==> src/rtl/id_hazard_scheduler_if.sv <==
// rtl/id_hazard_scheduler_if.sv - decode-stage issue scheduler signal bundle
interface id_hazard_scheduler_if #(
  parameter int REG_ADDR_W = 5,
  parameter int CNT_W      = 16
);
  logic                  forward_en;
  logic                  freeze;
  logic                  id_valid;
  logic [REG_ADDR_W-1:0] id_src1;
  logic [REG_ADDR_W-1:0] id_src2;
  logic                  id_src2_used;
  logic [REG_ADDR_W-1:0] id_dest;
  logic                  id_wb_en;
  logic                  id_mem_r_en;
  logic                  br_taken;
  logic                  drain_req;
  logic                  hazard_detected;
  logic                  pc_freeze;
  logic                  ifid_flush;
  logic                  drained;
  logic [CNT_W-1:0]      stall_cycles;

  modport master (
    output forward_en, freeze, id_valid, id_src1, id_src2, id_src2_used,
           id_dest, id_wb_en, id_mem_r_en, br_taken, drain_req,
    input  hazard_detected, pc_freeze, ifid_flush, drained, stall_cycles
  );

  modport slave (
    input  forward_en, freeze, id_valid, id_src1, id_src2, id_src2_used,
           id_dest, id_wb_en, id_mem_r_en, br_taken, drain_req,
    output hazard_detected, pc_freeze, ifid_flush, drained, stall_cycles
  );
endinterface

==> src/rtl/id_hazard_scheduler.sv <==
// rtl/id_hazard_scheduler.sv - decode-stage scoreboard, hazard stall, branch flush and drain control
module id_hazard_scheduler #(
  parameter int REG_ADDR_W = 5,
  parameter int WB_LATENCY = 3,
  parameter int CNT_W      = 16
) (
  input  logic                  clk,
  input  logic                  rst,
  id_hazard_scheduler_if.slave  bus
);
  localparam int              NREG = 2 ** REG_ADDR_W;
  localparam int              CW   = $clog2(WB_LATENCY + 1);
  localparam logic [CW-1:0]   LAT  = CW'(WB_LATENCY);

  typedef enum logic [1:0] {
    RUN     = 2'd0,
    DRAIN   = 2'd1,
    DRAINED = 2'd2
  } state_t;

  state_t            state;
  state_t            state_nxt;
  logic [CW-1:0]     cnt [NREG];
  logic [NREG-1:0]   ld;
  logic              hit1;
  logic              hit2;
  logic              hazard;
  logic              issue;
  logic              sb_empty;
  logic              drained_q;
  logic [CNT_W-1:0]  stall_q;

  // Source hits: a pending write blocks the reader unless forwarding can cover it;
  // a load still in EXE (count just loaded) can never be forwarded in time.
  always_comb begin
    hit1   = (bus.id_src1 != '0) && (cnt[bus.id_src1] != '0) &&
             (!bus.forward_en || (ld[bus.id_src1] && (cnt[bus.id_src1] == LAT)));
    hit2   = (bus.id_src2 != '0) && (cnt[bus.id_src2] != '0) &&
             (!bus.forward_en || (ld[bus.id_src2] && (cnt[bus.id_src2] == LAT)));
    hazard = bus.id_valid && (hit1 || (bus.id_src2_used && hit2));
  end

  // Scoreboard is empty when no register has a write in flight.
  always_comb begin
    sb_empty = 1'b1;
    for (int r = 1; r < NREG; r++) begin
      if (cnt[r] != '0) sb_empty = 1'b0;
    end
  end

  assign issue = bus.id_valid && !hazard && !bus.freeze && (state == RUN);

  assign bus.hazard_detected = hazard;
  assign bus.pc_freeze       = hazard || bus.freeze || (state != RUN);
  assign bus.ifid_flush      = bus.br_taken && !hazard && !bus.freeze;
  assign bus.drained         = drained_q;
  assign bus.stall_cycles    = stall_q;

  // Per-register write countdown; a fresh issue to a register restarts its count.
  always_ff @(posedge clk or negedge rst) begin
    if (!rst) begin
      for (int r = 0; r < NREG; r++) cnt[r] <= '0;
      ld <= '0;
    end else if (!bus.freeze) begin
      for (int r = 1; r < NREG; r++) begin
        if (issue && bus.id_wb_en && (bus.id_dest == REG_ADDR_W'(r))) begin
          cnt[r] <= LAT;
          ld[r]  <= bus.id_mem_r_en;
        end else if (cnt[r] != '0) begin
          cnt[r] <= cnt[r] - CW'(1);
        end
      end
    end
  end

  // Drain controller state register.
  always_ff @(posedge clk or negedge rst) begin
    if (!rst) state <= RUN;
    else      state <= state_nxt;
  end

  // Drain controller next state; withdrawing the request aborts a drain in progress.
  always_comb begin
    state_nxt = state;
    case (state)
      RUN:     if (bus.drain_req) state_nxt = DRAIN;
      DRAIN: begin
        if (!bus.drain_req) state_nxt = RUN;
        else if (sb_empty)  state_nxt = DRAINED;
      end
      DRAINED: if (!bus.drain_req) state_nxt = RUN;
      default: state_nxt = RUN;
    endcase
  end

  // Registered drain-complete flag tracks entry to and exit from DRAINED.
  always_ff @(posedge clk or negedge rst) begin
    if (!rst) drained_q <= 1'b0;
    else      drained_q <= (state_nxt == DRAINED);
  end

  // Saturating count of cycles lost to data hazards while the pipeline advances.
  always_ff @(posedge clk or negedge rst) begin
    if (!rst)                                          stall_q <= '0;
    else if (hazard && !bus.freeze && (stall_q != '1)) stall_q <= stall_q + CNT_W'(1);
  end
endmodule

==> src/flat_wrapper.sv <==
// flat-port wrapper written by rule: the top's interface ports become plain ports
module id_hazard_scheduler_flat 
#(
  parameter int REG_ADDR_W = 5,
  parameter int WB_LATENCY = 3,
  parameter int CNT_W      = 16
)
  (clk, rst, bus_forward_en, bus_freeze, bus_id_valid, bus_id_src1, bus_id_src2, bus_id_src2_used, bus_id_dest, bus_id_wb_en, bus_id_mem_r_en, bus_br_taken, bus_drain_req, bus_hazard_detected, bus_pc_freeze, bus_ifid_flush, bus_drained, bus_stall_cycles);
  id_hazard_scheduler_if #(.REG_ADDR_W(REG_ADDR_W), .CNT_W(CNT_W)) bus_i ();
  input  logic clk;
  input  logic rst;
  input wire logic [$bits(bus_i.forward_en)-1:0] bus_forward_en;
  input wire logic [$bits(bus_i.freeze)-1:0] bus_freeze;
  input wire logic [$bits(bus_i.id_valid)-1:0] bus_id_valid;
  input wire logic [$bits(bus_i.id_src1)-1:0] bus_id_src1;
  input wire logic [$bits(bus_i.id_src2)-1:0] bus_id_src2;
  input wire logic [$bits(bus_i.id_src2_used)-1:0] bus_id_src2_used;
  input wire logic [$bits(bus_i.id_dest)-1:0] bus_id_dest;
  input wire logic [$bits(bus_i.id_wb_en)-1:0] bus_id_wb_en;
  input wire logic [$bits(bus_i.id_mem_r_en)-1:0] bus_id_mem_r_en;
  input wire logic [$bits(bus_i.br_taken)-1:0] bus_br_taken;
  input wire logic [$bits(bus_i.drain_req)-1:0] bus_drain_req;
  output wire logic [$bits(bus_i.hazard_detected)-1:0] bus_hazard_detected;
  output wire logic [$bits(bus_i.pc_freeze)-1:0] bus_pc_freeze;
  output wire logic [$bits(bus_i.ifid_flush)-1:0] bus_ifid_flush;
  output wire logic [$bits(bus_i.drained)-1:0] bus_drained;
  output wire logic [$bits(bus_i.stall_cycles)-1:0] bus_stall_cycles;
  assign bus_i.forward_en = bus_forward_en;
  assign bus_i.freeze = bus_freeze;
  assign bus_i.id_valid = bus_id_valid;
  assign bus_i.id_src1 = bus_id_src1;
  assign bus_i.id_src2 = bus_id_src2;
  assign bus_i.id_src2_used = bus_id_src2_used;
  assign bus_i.id_dest = bus_id_dest;
  assign bus_i.id_wb_en = bus_id_wb_en;
  assign bus_i.id_mem_r_en = bus_id_mem_r_en;
  assign bus_i.br_taken = bus_br_taken;
  assign bus_i.drain_req = bus_drain_req;
  assign bus_hazard_detected = bus_i.hazard_detected;
  assign bus_pc_freeze = bus_i.pc_freeze;
  assign bus_ifid_flush = bus_i.ifid_flush;
  assign bus_drained = bus_i.drained;
  assign bus_stall_cycles = bus_i.stall_cycles;
  id_hazard_scheduler #(.REG_ADDR_W(REG_ADDR_W), .WB_LATENCY(WB_LATENCY), .CNT_W(CNT_W)) u_core (.clk(clk), .rst(rst), .bus(bus_i));
endmodule
==> config.mk <==
export PLATFORM = sky130hd
export DESIGN_NAME = id_hazard_scheduler_flat
export DESIGN_NICKNAME = d
export VERILOG_FILES = /design/src/rtl/id_hazard_scheduler_if.sv /design/src/rtl/id_hazard_scheduler.sv /design/src/flat_wrapper.sv
export SDC_FILE = /design/constraint.sdc
export NUM_CORES = 1
export LEC_CHECK = 0
export ABC_AREA = 1
export BUFFER_PORTS_ARGS = -buffer_cell sky130_fd_sc_hd__buf_2
export CAP_MARGIN = 40
export CELL_PAD_IN_SITES_DETAIL_PLACEMENT = 1
export CELL_PAD_IN_SITES_GLOBAL_PLACEMENT = 1
export CORE_ASPECT_RATIO = 0.75
export CORE_UTILIZATION = 48
export CTS_CLUSTER_DIAMETER = 40
export CTS_CLUSTER_SIZE = 10
export DETAILED_ROUTE_END_ITERATION = 12
export HOLD_SLACK_MARGIN = 0.06
export PLACE_DENSITY_LB_ADDON = 0.1
export SETUP_SLACK_MARGIN = 0.1
export SLEW_MARGIN = 20
export SYNTH_ARGS = -nofsm -noshare
export SYNTH_HDL_FRONTEND = slang
export SYNTH_SLANG_ARGS = --single-unit
==> constraint.sdc <==
create_clock -name clk -period 5.3 [get_ports clk]
set_input_delay 0.53 -clock clk [delete_from_list [all_inputs] [get_ports clk]]
set_output_delay 0.53 -clock clk [all_outputs]
set_load 0.005 [all_outputs]
==> run metrics <==
CP endpoint kind=output pin; Setup CP Type=in2out; maximum vdd drop=236 µV; leak pwr=4.47 nW; final worst slack=1090 ps; critical-path cell list=buf_2 -> clkinv_1 -> o211ai_1 -> nand3_1 -> nand3_1 -> nand2_1 -> inv_2 -> nand2_1 -> nand3_1 -> nand2_1 -> inv_2 -> nand2_4 -> nand2_1 -> inv_1 -> nor2_1 -> buf_2; clk root buf=clkbuf_16; Synth warnings=3; Post-DRT Antenna Nets=0; Clock Sinks=112; post-route insts no fill=1390; Routed Wire Length=28.3 mm; syn avg cell area=6.79 µm²; via/cell ratio=5.89; Nets=1233; status=complete, no violations; power density over the cells=422 nW/µm²; TritonCTS buffer count=9; # IOs=45; ratio of final minimum period to clock period=79.4%; Max FO, Critical Path=32; synthesized flop and latch total=112; Row Count=40; final setup violation count=0; actual slew at the worst max-slew pin=830 ps; DRT iter0 DRCs=619; vias in the first global route=8170; maxcap violations=0; post-synth cell types=35; dpl ws=971 ps; Worst-Skew Late Latency=380 ps; fin crit period=4210 ps; hold_buf cts=0; number of remaining DRC errors=0; final count of pins violating max slew=0; Port-buffer cells=44; RSZ-0062 raised after global routing=false; Inst Count DP=1374; first-pass GRT wire length=45.1 mm; HPWL after DPL=20.7 mm; Filler cells=2171; Setup TNS=0 ps; Routed WL per cell=20.4 µm; H-tree Lvls=3; Pre-antenna DRT Iters=5; CP most frequent cell=nand2_1; fmax=238 MHz; synth top area cells=dfrtp_1, nand2_1, nand3_1, nand4_1, inv_1; Hold/Removal Path Class=in2async; core area=16100 µm²; Seq/Total Area, Yosys=35.1%; die span in x=151 µm; largest net degree at the start of global routing=49; Post CTS Setup Buffer Count=0; max incr delay on CP=580 ps; initial antenna violation count=0; final hold vios=0; GRT Overall Usage=34.7%; CTS Buffer Depth=2; Synth area leader=dfrtp_1; Relative slew margins=44.7%; cts repair resizes=0; clk_skew=12.9 ps; placer congestion estimate=0.932; cell area after synthesis=7970 µm²; CP max stage cell=inv_2; area grow syn2layout=6.90%; post-synth top area share=35.1%; Tot Pwr=3.60 mW; Starting Density=49.5%; Die ar.=17100 µm²; CP Buf/Inv Count=6; Worst Path Required=4770 ps; antenna cells=0; Setup crit start kind=primary input; post-layout util=52.9%; Clk pin slew, worst setup/hold paths=80 ps; Post-Syn Nets=1231; CP delay by family, top=buffers and inverters; layout cells sized above 1=6.86%; routed via count=8190; CTS tree=done; DIE HEIGHT=114 µm; gr ovfl total=0; Worst Path Arrival=3680 ps; Post-Synthesis Cells=1174
metrics by stage:
step	cell area [µm²]	hold slack [ps]
after floorplan	7970	234
after global placement	8190	465
after detailed placement	8220	469
after CTS	8500	144
after global routing	8520	180
final	8520	126
sequential cells by signal (all words and copies together), names as in the netlist:
register	flops
u_core.bus.drained	1
u_core.bus.stall_cycles	16
u_core.ld	31
u_core.cnt	62
u_core.state	2
final timing paths:
path,start,to,slack [ps],cells after the start
min in group clk,bus_drain_req,u_core.state[1]$_DFF_PN0_,410,3
worst max register to register,u_core.cnt[0]$_DFFE_PN0P_,u_core.bus.stall_cycles[14]$_DFFE_PN0P_,2590,15
max in group asynchronous,rst,u_core.cnt[58]$_DFFE_PN0P_,4200,2
worst min register to register,u_core.ld[18]$_DFFE_PN0P_,u_core.ld[18]$_DFFE_PN0P_,490,2
worst min-delay path,rst,u_core.cnt[14]$_DFFE_PN0P_,130,1
worst max-delay path,bus_id_src1[1],bus_ifid_flush,1090,16
placed cells by master (no fill, tap or decap), types with 3 or more instances in the layout:
cell type  netlist  layout
o211ai_1        21      21
nor2_1          90      90
dfrtp_1        112     112
a21oi_1         19      19
nor3_1           6       6
clkinv_4         0       3
nand3_1        119     119
xnor2_1          4       4
nand2_1        410     410
nand4_1         88      88
o21ai_0         35      35
ha_1            32      32
buf_2           20      43
inv_1          113     113
inv_2            5       5
buf_4           14       5
clkbuf_16        0       9
xor2_1          41      41
where the power goes:
group          leakage [nW]  internal (mW)  switching, mW
Clock                 0.140          0.335          0.347
Sequential             1.39           1.12          0.193
Combinational          2.94          0.541           1.06
Total                  4.47           2.00           1.60
per-layer routing:
metal / track usage [%] / vias up / part of all wire, %
met5: 0 / - / 0
met4: 11.2 / 0 / 2.4
met3: 8.12 / 59 / 9.5
met2: 51.3 / 354 / 42
met1: 49.6 / 3942 / 46
li1: - / 3835 / -
cell type report:
type	count	area, µm²	area share (%)
repair buffers	51	308	3.61
well taps	210	263	3.08
multi-input cells	881	4410	51.8
flip-flops and latches	112	2800	32.9
clock inverters	5	42.5	0.499
inverters	121	457	5.36
clock buffers	10	239	2.80
synthesized netlist by cell type, drive strengths merged:
| library cell | number |
|---|---|
| inv | 119 |
| o41ai | 1 |
| buf | 37 |
| or2 | 1 |
| nand3 | 120 |
| xor2 | 41 |
| o211ai | 21 |
| and3 | 2 |
| nand4 | 88 |
| a31oi | 1 |
| nor2 | 93 |
| nor4 | 1 |
| clkinv | 2 |
| dfrtp | 112 |
| nor4b | 1 |
| ha | 32 |
| clkbuf | 23 |
| nor3 | 6 |
| a21oi | 20 |
| nand3b | 1 |
| nand2 | 412 |
| o21ai | 36 |
| xnor2 | 4 |
cells by family after synthesis:
family                   after synthesis  share of synthesized area, %
adder cells (fa/ha/maj)               32                          5.02
AO/OA/AOI/OAI                         79                          5.73
AND/OR/NAND/NOR                      725                          39.5
buffers and inverters                181                          9.62
XOR/XNOR                              45                          4.94
flip-flops                           112                          35.1
Note: power is estimated with default switching activity, not from simulation.
